### src/rtl/nametable_wr_arbiter_pkg.sv
// Shared definitions for the nametable write-port arbiter: FSM state
// encodings, table-select constants, bus widths and a saturating stat helper.
// Optional statistics outputs are enabled with NT_ARB_STATS_EN.
package nametable_wr_arbiter_pkg;

  typedef enum logic [1:0] {
    S_IDLE   = 2'd0,
    S_SCROLL = 2'd1,
    S_CPU    = 2'd2,
    S_FORCE  = 2'd3
  } arb_state_t;

  localparam logic SEL_NAME = 1'b0;
  localparam logic SEL_ATTR = 1'b1;

  localparam int NT_ADDR_W = 9;
  localparam int NT_DATA_W = 32;
  localparam int NT_BE_W   = 4;

  // Saturating increment for 16-bit statistics counters
  function automatic logic [15:0] stat_inc(input logic [15:0] v);
    return (v == 16'hFFFF) ? v : v + 16'd1;
  endfunction

endpackage

### src/rtl/nametable_wr_arbiter_if.sv
// Bus bundle between the requesters (scroll engine, AHB write path) and the
// arbiter, plus the registered RAM write port. master = requester side,
// slave = arbiter side.
interface nametable_wr_arbiter_if
  import nametable_wr_arbiter_pkg::*;
#(
  parameter int ADDR_W = NT_ADDR_W,
  parameter int DATA_W = NT_DATA_W
);
  logic               scr_valid;
  logic               scr_ready;
  logic               scr_sel;
  logic [ADDR_W-1:0]  scr_addr;
  logic [DATA_W-1:0]  scr_data;
  logic [NT_BE_W-1:0] scr_be;

  logic               cpu_valid;
  logic               cpu_ready;
  logic               cpu_sel;
  logic [ADDR_W-1:0]  cpu_addr;
  logic [DATA_W-1:0]  cpu_data;
  logic [NT_BE_W-1:0] cpu_be;

  logic [NT_BE_W-1:0] ram_we;
  logic               ram_sel;
  logic [ADDR_W-1:0]  ram_addr;
  logic [DATA_W-1:0]  ram_wdata;
  logic               cpu_pending;

  modport master (
    output scr_valid, scr_sel, scr_addr, scr_data, scr_be,
    output cpu_valid, cpu_sel, cpu_addr, cpu_data, cpu_be,
    input  scr_ready, cpu_ready,
    input  ram_we, ram_sel, ram_addr, ram_wdata, cpu_pending
  );

  modport slave (
    input  scr_valid, scr_sel, scr_addr, scr_data, scr_be,
    input  cpu_valid, cpu_sel, cpu_addr, cpu_data, cpu_be,
    output scr_ready, cpu_ready,
    output ram_we, ram_sel, ram_addr, ram_wdata, cpu_pending
  );
endinterface

### src/rtl/nametable_wr_arbiter_fifo.sv
// nt_wr_fifo: small synchronous FIFO buffering CPU writes. The head entry is
// read combinationally so the arbiter can pop and register it in one cycle.
// A push while full is accepted only when a pop happens in the same cycle.
module nt_wr_fifo #(
  parameter int DEPTH = 4,
  parameter int WIDTH = 46
) (
  input  logic                     clk,
  input  logic                     rst,
  input  logic                     push,
  input  logic [WIDTH-1:0]         wdata,
  input  logic                     pop,
  output logic [WIDTH-1:0]         rdata,
  output logic                     full,
  output logic                     empty,
  output logic [$clog2(DEPTH):0]   count
);
  localparam int PTR_W = $clog2(DEPTH);
  localparam logic [PTR_W:0] FULL_CNT = (PTR_W+1)'(DEPTH);

  logic [WIDTH-1:0] mem [DEPTH];
  logic [PTR_W-1:0] wr_ptr_reg;
  logic [PTR_W-1:0] rd_ptr_reg;
  logic [PTR_W:0]   count_reg;
  logic             do_push;
  logic             do_pop;

  assign empty   = (count_reg == '0);
  assign full    = (count_reg == FULL_CNT);
  assign count   = count_reg;
  assign do_pop  = pop && !empty;
  assign do_push = push && (!full || do_pop);
  assign rdata   = mem[rd_ptr_reg];

  // Storage array: no reset, contents are only meaningful between the pointers
  always_ff @(posedge clk) begin
    if (do_push) mem[wr_ptr_reg] <= wdata;
  end

  // Pointers wrap modulo DEPTH; count tracks occupancy through push+pop
  always_ff @(posedge clk or posedge rst) begin
    if (rst) begin
      wr_ptr_reg <= '0;
      rd_ptr_reg <= '0;
      count_reg  <= '0;
    end else begin
      if (do_push) wr_ptr_reg <= wr_ptr_reg + 1'b1;
      if (do_pop)  rd_ptr_reg <= rd_ptr_reg + 1'b1;
      count_reg <= count_reg + {{PTR_W{1'b0}}, do_push} - {{PTR_W{1'b0}}, do_pop};
    end
  end
endmodule

### src/rtl/nametable_wr_arbiter.sv
// nametable_wr_arbiter: shares the nametable/attribute RAM write port between
// the scroll engine (priority, burst-locked) and buffered CPU writes, with a
// starvation counter forcing one CPU grant. Define NT_ARB_STATS_EN to add the
// stat_* counter outputs; arbitration is unaffected by it.
module nametable_wr_arbiter
  import nametable_wr_arbiter_pkg::*;
#(
  parameter int ADDR_W     = NT_ADDR_W,
  parameter int DATA_W     = NT_DATA_W,
  parameter int FIFO_DEPTH = 4,
  parameter int STARVE_MAX = 16
) (
  input  logic                   clk,
  input  logic                   rst,
  nametable_wr_arbiter_if.slave  bus
`ifdef NT_ARB_STATS_EN
  ,
  output logic [15:0]            stat_scr_cnt,
  output logic [15:0]            stat_cpu_cnt,
  output logic [15:0]            stat_force_cnt
`endif
);
  localparam int CNT_W  = $clog2(FIFO_DEPTH) + 1;
  localparam int SW     = $clog2(STARVE_MAX + 1);
  localparam int ENTRY_W = 1 + ADDR_W + DATA_W + NT_BE_W;
  localparam logic [SW-1:0] STARVE_LIM = SW'(STARVE_MAX);
  localparam logic [SW-1:0] STARVE_PRE = SW'(STARVE_MAX - 1);

  arb_state_t         state_reg, state_next;
  logic [SW-1:0]      starve_reg, starve_next;
  logic               scr_ready, scr_fire;
  logic               cpu_ready, push;
  logic               pop, force_pop, more_cpu;
  logic               fifo_full, fifo_empty;
  logic [CNT_W-1:0]   fifo_count;
  logic [ENTRY_W-1:0] fifo_head;
  logic               head_sel;
  logic [ADDR_W-1:0]  head_addr;
  logic [DATA_W-1:0]  head_data;
  logic [NT_BE_W-1:0] head_be;

  logic [NT_BE_W-1:0] ram_we_reg;
  logic               ram_sel_reg;
  logic [ADDR_W-1:0]  ram_addr_reg;
  logic [DATA_W-1:0]  ram_wdata_reg;

  nt_wr_fifo #(.DEPTH(FIFO_DEPTH), .WIDTH(ENTRY_W)) u_fifo (
    .clk   (clk),
    .rst   (rst),
    .push  (push),
    .wdata ({bus.cpu_sel, bus.cpu_addr, bus.cpu_data, bus.cpu_be}),
    .pop   (pop),
    .rdata (fifo_head),
    .full  (fifo_full),
    .empty (fifo_empty),
    .count (fifo_count)
  );

  assign {head_sel, head_addr, head_data, head_be} = fifo_head;

  // A full FIFO still accepts when the head leaves in the same cycle
  assign cpu_ready = !fifo_full || pop;
  assign push      = bus.cpu_valid && cpu_ready;
  assign scr_fire  = bus.scr_valid && scr_ready;
  // Will the FIFO still hold something after this cycle's pop/push?
  assign more_cpu  = (fifo_count > CNT_W'(1)) || push;

  assign bus.scr_ready   = scr_ready;
  assign bus.cpu_ready   = cpu_ready;
  assign bus.cpu_pending = !fifo_empty;
  assign bus.ram_we      = ram_we_reg;
  assign bus.ram_sel     = ram_sel_reg;
  assign bus.ram_addr    = ram_addr_reg;
  assign bus.ram_wdata   = ram_wdata_reg;

  // State register
  always_ff @(posedge clk or posedge rst) begin
    if (rst) state_reg <= S_IDLE;
    else     state_reg <= state_next;
  end

  // Next-state and grant decode: at most one grant (scroll or pop) per cycle
  always_comb begin
    state_next = state_reg;
    scr_ready  = 1'b0;
    pop        = 1'b0;
    force_pop  = 1'b0;
    case (state_reg)
      S_IDLE: begin
        scr_ready = 1'b1;
        if (bus.scr_valid) begin
          state_next = S_SCROLL;
        end else if (!fifo_empty) begin
          pop        = 1'b1;
          state_next = more_cpu ? S_CPU : S_IDLE;
        end
      end
      S_SCROLL: begin
        if (!fifo_empty && starve_reg >= STARVE_LIM) begin
          state_next = S_FORCE;
        end else begin
          scr_ready = 1'b1;
          if (bus.scr_valid) begin
            // Counter saturates at the end of this cycle, so the next cycle is
            // the forced CPU slot; the scroll write here is still accepted.
            if (!fifo_empty && starve_reg == STARVE_PRE) state_next = S_FORCE;
          end else begin
            state_next = fifo_empty ? S_IDLE : S_CPU;
          end
        end
      end
      S_FORCE: begin
        if (!fifo_empty) begin
          pop       = 1'b1;
          force_pop = 1'b1;
        end
        if (bus.scr_valid) state_next = S_SCROLL;
        else if (more_cpu) state_next = S_CPU;
        else               state_next = S_IDLE;
      end
      S_CPU: begin
        if (!fifo_empty) pop = 1'b1;
        if (bus.scr_valid) state_next = S_SCROLL;
        else if (more_cpu) state_next = S_CPU;
        else               state_next = S_IDLE;
      end
      default: state_next = S_IDLE;
    endcase
  end

  // Starvation counter: counts cycles a CPU write waits, clears on any pop
  always_comb begin
    starve_next = starve_reg;
    if (pop)                                       starve_next = '0;
    else if (!fifo_empty && starve_reg != STARVE_LIM) starve_next = starve_reg + 1'b1;
  end

  // Starvation counter register
  always_ff @(posedge clk or posedge rst) begin
    if (rst) starve_reg <= '0;
    else     starve_reg <= starve_next;
  end

  // Registered RAM write port; reset kills an in-flight write immediately
  always_ff @(posedge clk or posedge rst) begin
    if (rst) begin
      ram_we_reg    <= '0;
      ram_sel_reg   <= SEL_NAME;
      ram_addr_reg  <= '0;
      ram_wdata_reg <= '0;
    end else if (scr_fire) begin
      ram_we_reg    <= bus.scr_be;
      ram_sel_reg   <= bus.scr_sel;
      ram_addr_reg  <= bus.scr_addr;
      ram_wdata_reg <= bus.scr_data;
    end else if (pop) begin
      ram_we_reg    <= head_be;
      ram_sel_reg   <= head_sel;
      ram_addr_reg  <= head_addr;
      ram_wdata_reg <= head_data;
    end else begin
      ram_we_reg    <= '0;
    end
  end

`ifdef NT_ARB_STATS_EN
  // Saturating counters of scroll accepts, CPU pops and forced grants
  always_ff @(posedge clk or posedge rst) begin
    if (rst) begin
      stat_scr_cnt   <= '0;
      stat_cpu_cnt   <= '0;
      stat_force_cnt <= '0;
    end else begin
      if (scr_fire)  stat_scr_cnt   <= stat_inc(stat_scr_cnt);
      if (pop)       stat_cpu_cnt   <= stat_inc(stat_cpu_cnt);
      if (force_pop) stat_force_cnt <= stat_inc(stat_force_cnt);
    end
  end
`endif

endmodule

### src/flat_wrapper.sv
// flat-port wrapper written by rule: the top's interface ports become plain ports
module nametable_wr_arbiter_flat import nametable_wr_arbiter_pkg::*;
#(
  parameter int ADDR_W     = NT_ADDR_W,
  parameter int DATA_W     = NT_DATA_W,
  parameter int FIFO_DEPTH = 4,
  parameter int STARVE_MAX = 16
)
  (clk, rst, bus_scr_valid, bus_scr_sel, bus_scr_addr, bus_scr_data, bus_scr_be, bus_cpu_valid, bus_cpu_sel, bus_cpu_addr, bus_cpu_data, bus_cpu_be, bus_scr_ready, bus_cpu_ready, bus_ram_we, bus_ram_sel, bus_ram_addr, bus_ram_wdata, bus_cpu_pending);
  nametable_wr_arbiter_if #(.ADDR_W(ADDR_W), .DATA_W(DATA_W)) bus_i ();
  input  logic clk;
  input  logic rst;
  input wire logic [$bits(bus_i.scr_valid)-1:0] bus_scr_valid;
  input wire logic [$bits(bus_i.scr_sel)-1:0] bus_scr_sel;
  input wire logic [$bits(bus_i.scr_addr)-1:0] bus_scr_addr;
  input wire logic [$bits(bus_i.scr_data)-1:0] bus_scr_data;
  input wire logic [$bits(bus_i.scr_be)-1:0] bus_scr_be;
  input wire logic [$bits(bus_i.cpu_valid)-1:0] bus_cpu_valid;
  input wire logic [$bits(bus_i.cpu_sel)-1:0] bus_cpu_sel;
  input wire logic [$bits(bus_i.cpu_addr)-1:0] bus_cpu_addr;
  input wire logic [$bits(bus_i.cpu_data)-1:0] bus_cpu_data;
  input wire logic [$bits(bus_i.cpu_be)-1:0] bus_cpu_be;
  output wire logic [$bits(bus_i.scr_ready)-1:0] bus_scr_ready;
  output wire logic [$bits(bus_i.cpu_ready)-1:0] bus_cpu_ready;
  output wire logic [$bits(bus_i.ram_we)-1:0] bus_ram_we;
  output wire logic [$bits(bus_i.ram_sel)-1:0] bus_ram_sel;
  output wire logic [$bits(bus_i.ram_addr)-1:0] bus_ram_addr;
  output wire logic [$bits(bus_i.ram_wdata)-1:0] bus_ram_wdata;
  output wire logic [$bits(bus_i.cpu_pending)-1:0] bus_cpu_pending;
  assign bus_i.scr_valid = bus_scr_valid;
  assign bus_i.scr_sel = bus_scr_sel;
  assign bus_i.scr_addr = bus_scr_addr;
  assign bus_i.scr_data = bus_scr_data;
  assign bus_i.scr_be = bus_scr_be;
  assign bus_i.cpu_valid = bus_cpu_valid;
  assign bus_i.cpu_sel = bus_cpu_sel;
  assign bus_i.cpu_addr = bus_cpu_addr;
  assign bus_i.cpu_data = bus_cpu_data;
  assign bus_i.cpu_be = bus_cpu_be;
  assign bus_scr_ready = bus_i.scr_ready;
  assign bus_cpu_ready = bus_i.cpu_ready;
  assign bus_ram_we = bus_i.ram_we;
  assign bus_ram_sel = bus_i.ram_sel;
  assign bus_ram_addr = bus_i.ram_addr;
  assign bus_ram_wdata = bus_i.ram_wdata;
  assign bus_cpu_pending = bus_i.cpu_pending;
  nametable_wr_arbiter #(.ADDR_W(ADDR_W), .DATA_W(DATA_W), .FIFO_DEPTH(FIFO_DEPTH), .STARVE_MAX(STARVE_MAX)) u_core (.clk(clk), .rst(rst), .bus(bus_i));
endmodule
### config.mk
export PLATFORM = sky130hd
export DESIGN_NAME = nametable_wr_arbiter_flat
export DESIGN_NICKNAME = d
export VERILOG_FILES = /design/src/rtl/nametable_wr_arbiter_pkg.sv /design/src/rtl/nametable_wr_arbiter_if.sv /design/src/rtl/nametable_wr_arbiter_fifo.sv /design/src/rtl/nametable_wr_arbiter.sv /design/src/flat_wrapper.sv
export SDC_FILE = /design/constraint.sdc
export NUM_CORES = 1
export LEC_CHECK = 0
export CORE_MARGIN = 2
export CORE_UTILIZATION = 55
export DETAILED_ROUTE_END_ITERATION = 7
export GPL_TIMING_DRIVEN = 0
export PLACE_DENSITY = 0.77
export SLEW_MARGIN = 20
export SYNTH_ARGS = -nofsm -noshare
export SYNTH_HDL_FRONTEND = slang
export SYNTH_SLANG_ARGS = --single-unit
### constraint.sdc
create_clock -name clk -period 5.7 [get_ports clk]
set_clock_uncertainty 0.15 [all_clocks]
set_input_delay 1.14 -clock clk [delete_from_list [all_inputs] [get_ports clk]]
set_output_delay 1.14 -clock clk [all_outputs]
set_load 0.05 [all_outputs]
**Word-level counts from Yosys, hierarchy flattened**

Memory sizes are Yosys's and may differ from the RTL's.
Index checks and enable logic that the tools add are counted.

- Register bits: 60
- RAM bits: 184
- Bits of input ports: 96
- Output and inout bits: 49
- Memories: 1

- $add $sub $neg: 5
- $lt $le $gt $ge: 2
- Eq/ne operators: 8
- Muxes and demuxes: 26
- Reduce and logical (&&, ||, !) cells: 18

Memory list:

| name | depth | width | read ports | clocked after Yosys merged registers in | write ports | RTL line | source |
|---|---|---|---|---|---|---|---|
| u_core.u_fifo.mem | 4 | 46 | 1 | 0 | 1 | nametable_wr_arbiter_fifo.sv:21 | `logic [WIDTH-1:0] mem [DEPTH];` |

Operators by type and width:

| kind | number |
|---|---|
| 32-bit 2-to-1 mux | 2 |
| 9-bit 2-to-1 mux | 2 |
| 2-bit 2-to-1 mux | 8 |
| 5-bit 2-to-1 mux | 2 |
| 4-bit 2-to-1 mux | 2 |
| 1-bit logical AND | 7 |
| 1-bit 2-to-1 mux | 7 |
| 2-bit one-hot mux with 3 select lines | 1 |
| 5-bit by 1-bit adder with 5-bit output (second input constant) | 1 |
| 5-bit by 4-bit equality test with 1-bit output (second input constant) | 1 |
| 5-bit greater-or-equal comparator (second input constant) | 1 |
| 5-bit inequality test (second input constant) | 1 |
| 2-bit by 1-bit adder with 2-bit output (second input constant) | 2 |
| 2-bit equality test (second input constant) | 2 |
| 4-bit by 2-bit inequality test with 1-bit output (second input constant) | 1 |
| 1-bit one-hot mux with 2 select lines | 2 |
| 2-bit nonzero test | 2 |
| 3-bit by 1-bit adder with 3-bit output | 1 |
| 3-bit equality test (second input constant) | 1 |
| 3-bit by 1-bit greater-than comparator with 1-bit output (second input constant) | 1 |
| 3-bit logical NOT | 1 |
| 1-bit logical OR | 3 |
| 3-bit inequality test (second input constant) | 1 |
| 3-bit by 1-bit subtractor with 3-bit output | 1 |
| 5 further kinds | 6 |

**Longest topological paths before layout**

- Depth in word-level cells: 11
- Depth in mapped cells: 9
- Depth with buffers taken out: 8

**Cells and area by module**

Synthesis repeated with hierarchy kept, for this count alone.

- Cells, all modules: 586
- Area, all modules: 9851.9 µm²

By module, submodules not included:

| module | times used | cells each | area each (µm²) |
|---|---|---|---|
| nt_wr_fifo | 1 | 276 | 7073.0 |
| nametable_wr_arbiter | 1 | 310 | 2778.9 |

**Least setup slack after synthesis**

No wires, ideal clock.

- Path kind: in2reg
- Start point: in bus_scr_valid
- End point: mem u_core.u_fifo.mem[0][0], enable pin
- Library setup time: 408 ps
- Arrival time: 2955 ps
- Data required time: 5142 ps
- Setup slack: 2187 ps
- Stages on the path: 4
- Buffers on the path: 1
- Cell sequence: o21ba_2 -> buf_2 -> a31oi_2 -> and2_1

- Word-level cells in the longest chain between the ends: 7
- Elaborated cells between the ends (all ways): 9
- Those cells by class: mux: 4; reduce/logical: 5

Ends and longest elaborated chain:

| item | RTL line | source |
|---|---|---|
| start, declared | flat_wrapper.sv:13 | `input wire logic [$bits(bus_i.scr_valid)-1:0] bus_scr_valid;` |
| 1-bit 2-to-1 mux * | nametable_wr_arbiter.sv:91 | `if (bus.scr_valid) begin` |
| 1-bit one-hot mux with 2 select lines * | nametable_wr_arbiter.sv:88 | `case (state_reg)` |
| 1-bit logical OR or 1-bit logical AND (tied branches) | nametable_wr_arbiter.sv:62, nametable_wr_arbiter_fifo.sv:31 |  |
| 1-bit logical AND or 1-bit logical OR (tied branches) | nametable_wr_arbiter.sv:63, nametable_wr_arbiter_fifo.sv:32 |  |
| 1-bit logical AND * | nametable_wr_arbiter_fifo.sv:32 | `assign do_push = push && (!full \|\| do_pop);` |
| 1-bit 2-to-1 mux * | nametable_wr_arbiter_fifo.sv:37 | `if (do_push) mem[wr_ptr_reg] <= wdata;` |
| 1-bit 2-to-1 mux (implied by the code) * | nametable_wr_arbiter_fifo.sv:37 |  |
| end, declared | nametable_wr_arbiter_fifo.sv:21 |  |

Mark *: on every way between the ends. The rest lies on a longest branch, timed or not.

**Worst setup path in the final report**

- Start point: in bus_scr_valid
- End point: out bus_cpu_ready

- Word-level cells in the longest chain between the ends: 3

Ends and longest elaborated chain:

| item | RTL line | source |
|---|---|---|
| 1-bit 2-to-1 mux | nametable_wr_arbiter.sv:91 |  |
| 1-bit one-hot mux with 2 select lines | nametable_wr_arbiter.sv:88 |  |
| 1-bit logical OR | nametable_wr_arbiter.sv:62 | `assign cpu_ready = !fifo_full \|\| pop;` |
| end, declared | flat_wrapper.sv:24 | `output wire logic [$bits(bus_i.cpu_ready)-1:0] bus_cpu_ready;` |

Every way passes these cells.

==> impl_results.md <==
* Remaining DRCs at 0
* Top cells by count, synth: edfxtp_1 (184), dfrtp_1 (60), mux4_2 (46)
* Port Buffers at ~140
* Final min period at about 4.8 ns
* CTS Buf Count at 24
* Nets at between 800 and 900
* Flop and latch count out of synthesis at roughly 240
* Sequential fraction of the synthesis area at 0.723
* Clock sink count at between 200 and 250
* Compound-cell area share of the yosys netlist at 0.0642
* Status: finished, final reports clean
* Placed Instances at between 900 and 1000
* Root Buffer: clkbuf_16
* Synth cell types at 40
* Layout cells sized above 1 at 0.141
* RSZ-0062 raised after global routing: no
* Routability cong. at between 0.8 and 0.9
* GRT Resource Usage Total at 0.248
* Worst-margin pin slew at about 0.90 ns
* Pre-antenna DRT Iters at 5
* Primary FF master, synth: edfxtp_1
* Vias at between 6000 and 7000
* Cell count after synthesis at ~580
* Leak at between 4 and 5 nW
* Worst Path Required at between 4 and 5 ns
* Ys Warns at 0
* Synth top area cells: edfxtp_1 (57%), dfrtp_1 (15%), mux4_2 (11%), a31oi_1 (2.7%), nand3_1 (2.3%)
* # diodes at 0
* Post-Layout Cell Count at 993
* Crit start category: input pin
* Crit path max fanout at 10
* # rows at 48
* Top Ports at 145
* Final Hold Fails at 0
* Largest family of logic cells by synthesized area: multiplexers
* Starting Density at 0.562
* Arr. time, crit path at between 3 and 4 ns
* Largest net degree at the start of global routing at 47
* Count of flip-flops with a built-in enable after synthesis at 184
* Post-synthesis mux area share at 0.108
* Maximum clock path buffer count at 3
* Drt total wl at roughly 23000 um
* Count of final setup violators at 0
* Mean post-synth cell area at between 15 and 20 sq um
* 1st-iter DRT viols at roughly 480
* P&R area growth vs syn at 26.0%
* Height of the die at ~140 um
* Total congestion overflow at 0
* Critical path class: input pin to primary output
* Global-route wire length before repair at 34700 um
* Simple-Gate Fraction of Synth Area at 0.0587
* Die Width at between 100 and 150 um
* Clk pin slew, worst setup/hold paths at about 0.060 ns
* Post-synth ARST share at 0.246
* H-tree levels at 1
* Core area at 0.0173 sq mm
* Peak supply drop at 0.454 mV
* Drt wl/cell at ~23 um
* Syn Nets at slightly below 700
* TritonCTS clock tree: done
* Yosys top cell by area: edfxtp_1
* Post-Synthesis Cell Area at slightly below 0.01 sq mm
* Worst slew margin at 0.399
* Post-DP HPWL at roughly 14000 um
* Vias in the first global route at 6375
* Top cell type's share of synthesized area at 0.568
* Antenna violations before repair at 0
* Pwr dens at 565 mW/mm^2
* Postcts setup bufs at 0
* Drt via density at ~6.2
* Maximum clock frequency at around 0.21 GHz
* Top-count cell post-synth: edfxtp_1
* Adder-cell area share of the yosys netlist at 0.0149
* Final period util at 0.838
* Design Power at around 6.9 mW
* Max-slew violations at 0
* Post-CTS sizing at 0
* Crit end category: primary output
* Die area at between 0.015 and 0.02 sq mm
* TNS Setup at 0 ns
* Number of flip-flops in the largest register at roughly 180
* Hold Path Class: flip-flop to flip-flop
* Routed Antenna Nets at 0
* Hold buffer count at cts at 0
* Max_cap viols at 0
* Worst skew pair latency at 0.52 ns
* XOR/XNOR Fraction of Synth Area at 0.00360
## worst max-delay path: stages
cell and delay (ns):
clkdlybuf4s50_1 0.58, o21ba_2 0.15, buf_2 0.24, clkbuf_1 0.50, nand3_1 0.15, clkdlybuf4s50_1 0.72
## path summary, 6_finish.rpt
kind | from | to | slack, ns | cells after the start
max | bus_scr_valid | bus_cpu_ready | 0.92 | 6
min | u_core.bus.ram_wdata[11] | u_core.bus.ram_wdata[11] | 0.42 | 2
max reg2reg | u_core.u_fifo.count[1] | u_core.u_fifo.count[2] | 2.76 | 8
min reg2reg | u_core.bus.ram_wdata[11] | u_core.bus.ram_wdata[11] | 0.42 | 2
max in group asynchronous | rst | u_core.bus.ram_addr[0] | 4.10 | 3
min in group asynchronous | rst | u_core.bus.ram_wdata[12] | 0.77 | 2
## stage by stage
stage               worst slack, ns  instance area [sq um]  hold WS (ns)   util
floorplan                      2.19                   9720         0.384      -
finish                        0.925                  12300         0.416  0.708
global route                  0.875                  12300         0.443  0.708
global placement              0.643                  11400         0.392  0.662
detailed placement            0.939                  11500         0.405  0.664
CTS                           0.926                  12300         0.419  0.708
## layout by cell type (no fill, tap or decap), types with 5 or more instances in the layout
master,Yosys,layout
inv_1,13,12
clkbuf_16,0,25
edfxtp_1,184,184
clkbuf_1,27,33
a21oi_1,5,5
buf_2,10,10
o21ai_1,5,5
dfrtp_1,60,60
a31oi_1,42,42
nor2_1,6,6
clkdlybuf4s50_1,0,144
o21ai_0,42,42
mux4_2,46,46
clkinv_1,0,6
nand3_1,45,45
ha_1,10,10
nor3_1,42,42
## layer usage
layer  track usage  wire [um]  vias up
met3        0.0341       1580       49
met4        0.0888        665        0
met2         0.425      11800      316
met5             0          0        -
met1         0.327       8810     3107
li1              -          -     2651
## logic make-up (layout without fill, tap and decap cells)
| group | after synthesis | count (layout) |
|---|---|---|
| compound gates | 105 | 105 |
| xor+xnor | 4 | 4 |
| fa+ha+maj | 11 | 11 |
| buf+inv | 59 | 248 |
| flops | 244 | 244 |
| mux | 47 | 47 |
| simple gates | 109 | 109 |
## power breakdown
part | switching [mW] | leakage, nW | internal, mW
Combinational | 1.71 | 1.48 | 1.05
Clock | 0.642 | 0.376 | 0.903
Sequential | 0.195 | 2.40 | 2.42
## layout make-up
class	count	area, sq um
Sequential cell	244	7030
Fill cell	1093	5040
Multi-Input combinational cell	276	2430
Clock inverter	12	103
Timing Repair Buffer	145	1470
Tap cell	225	282
Inverter	14	55.1
Buffer	45	223
Clock buffer	32	662
(Power assumes the default switching activity.)
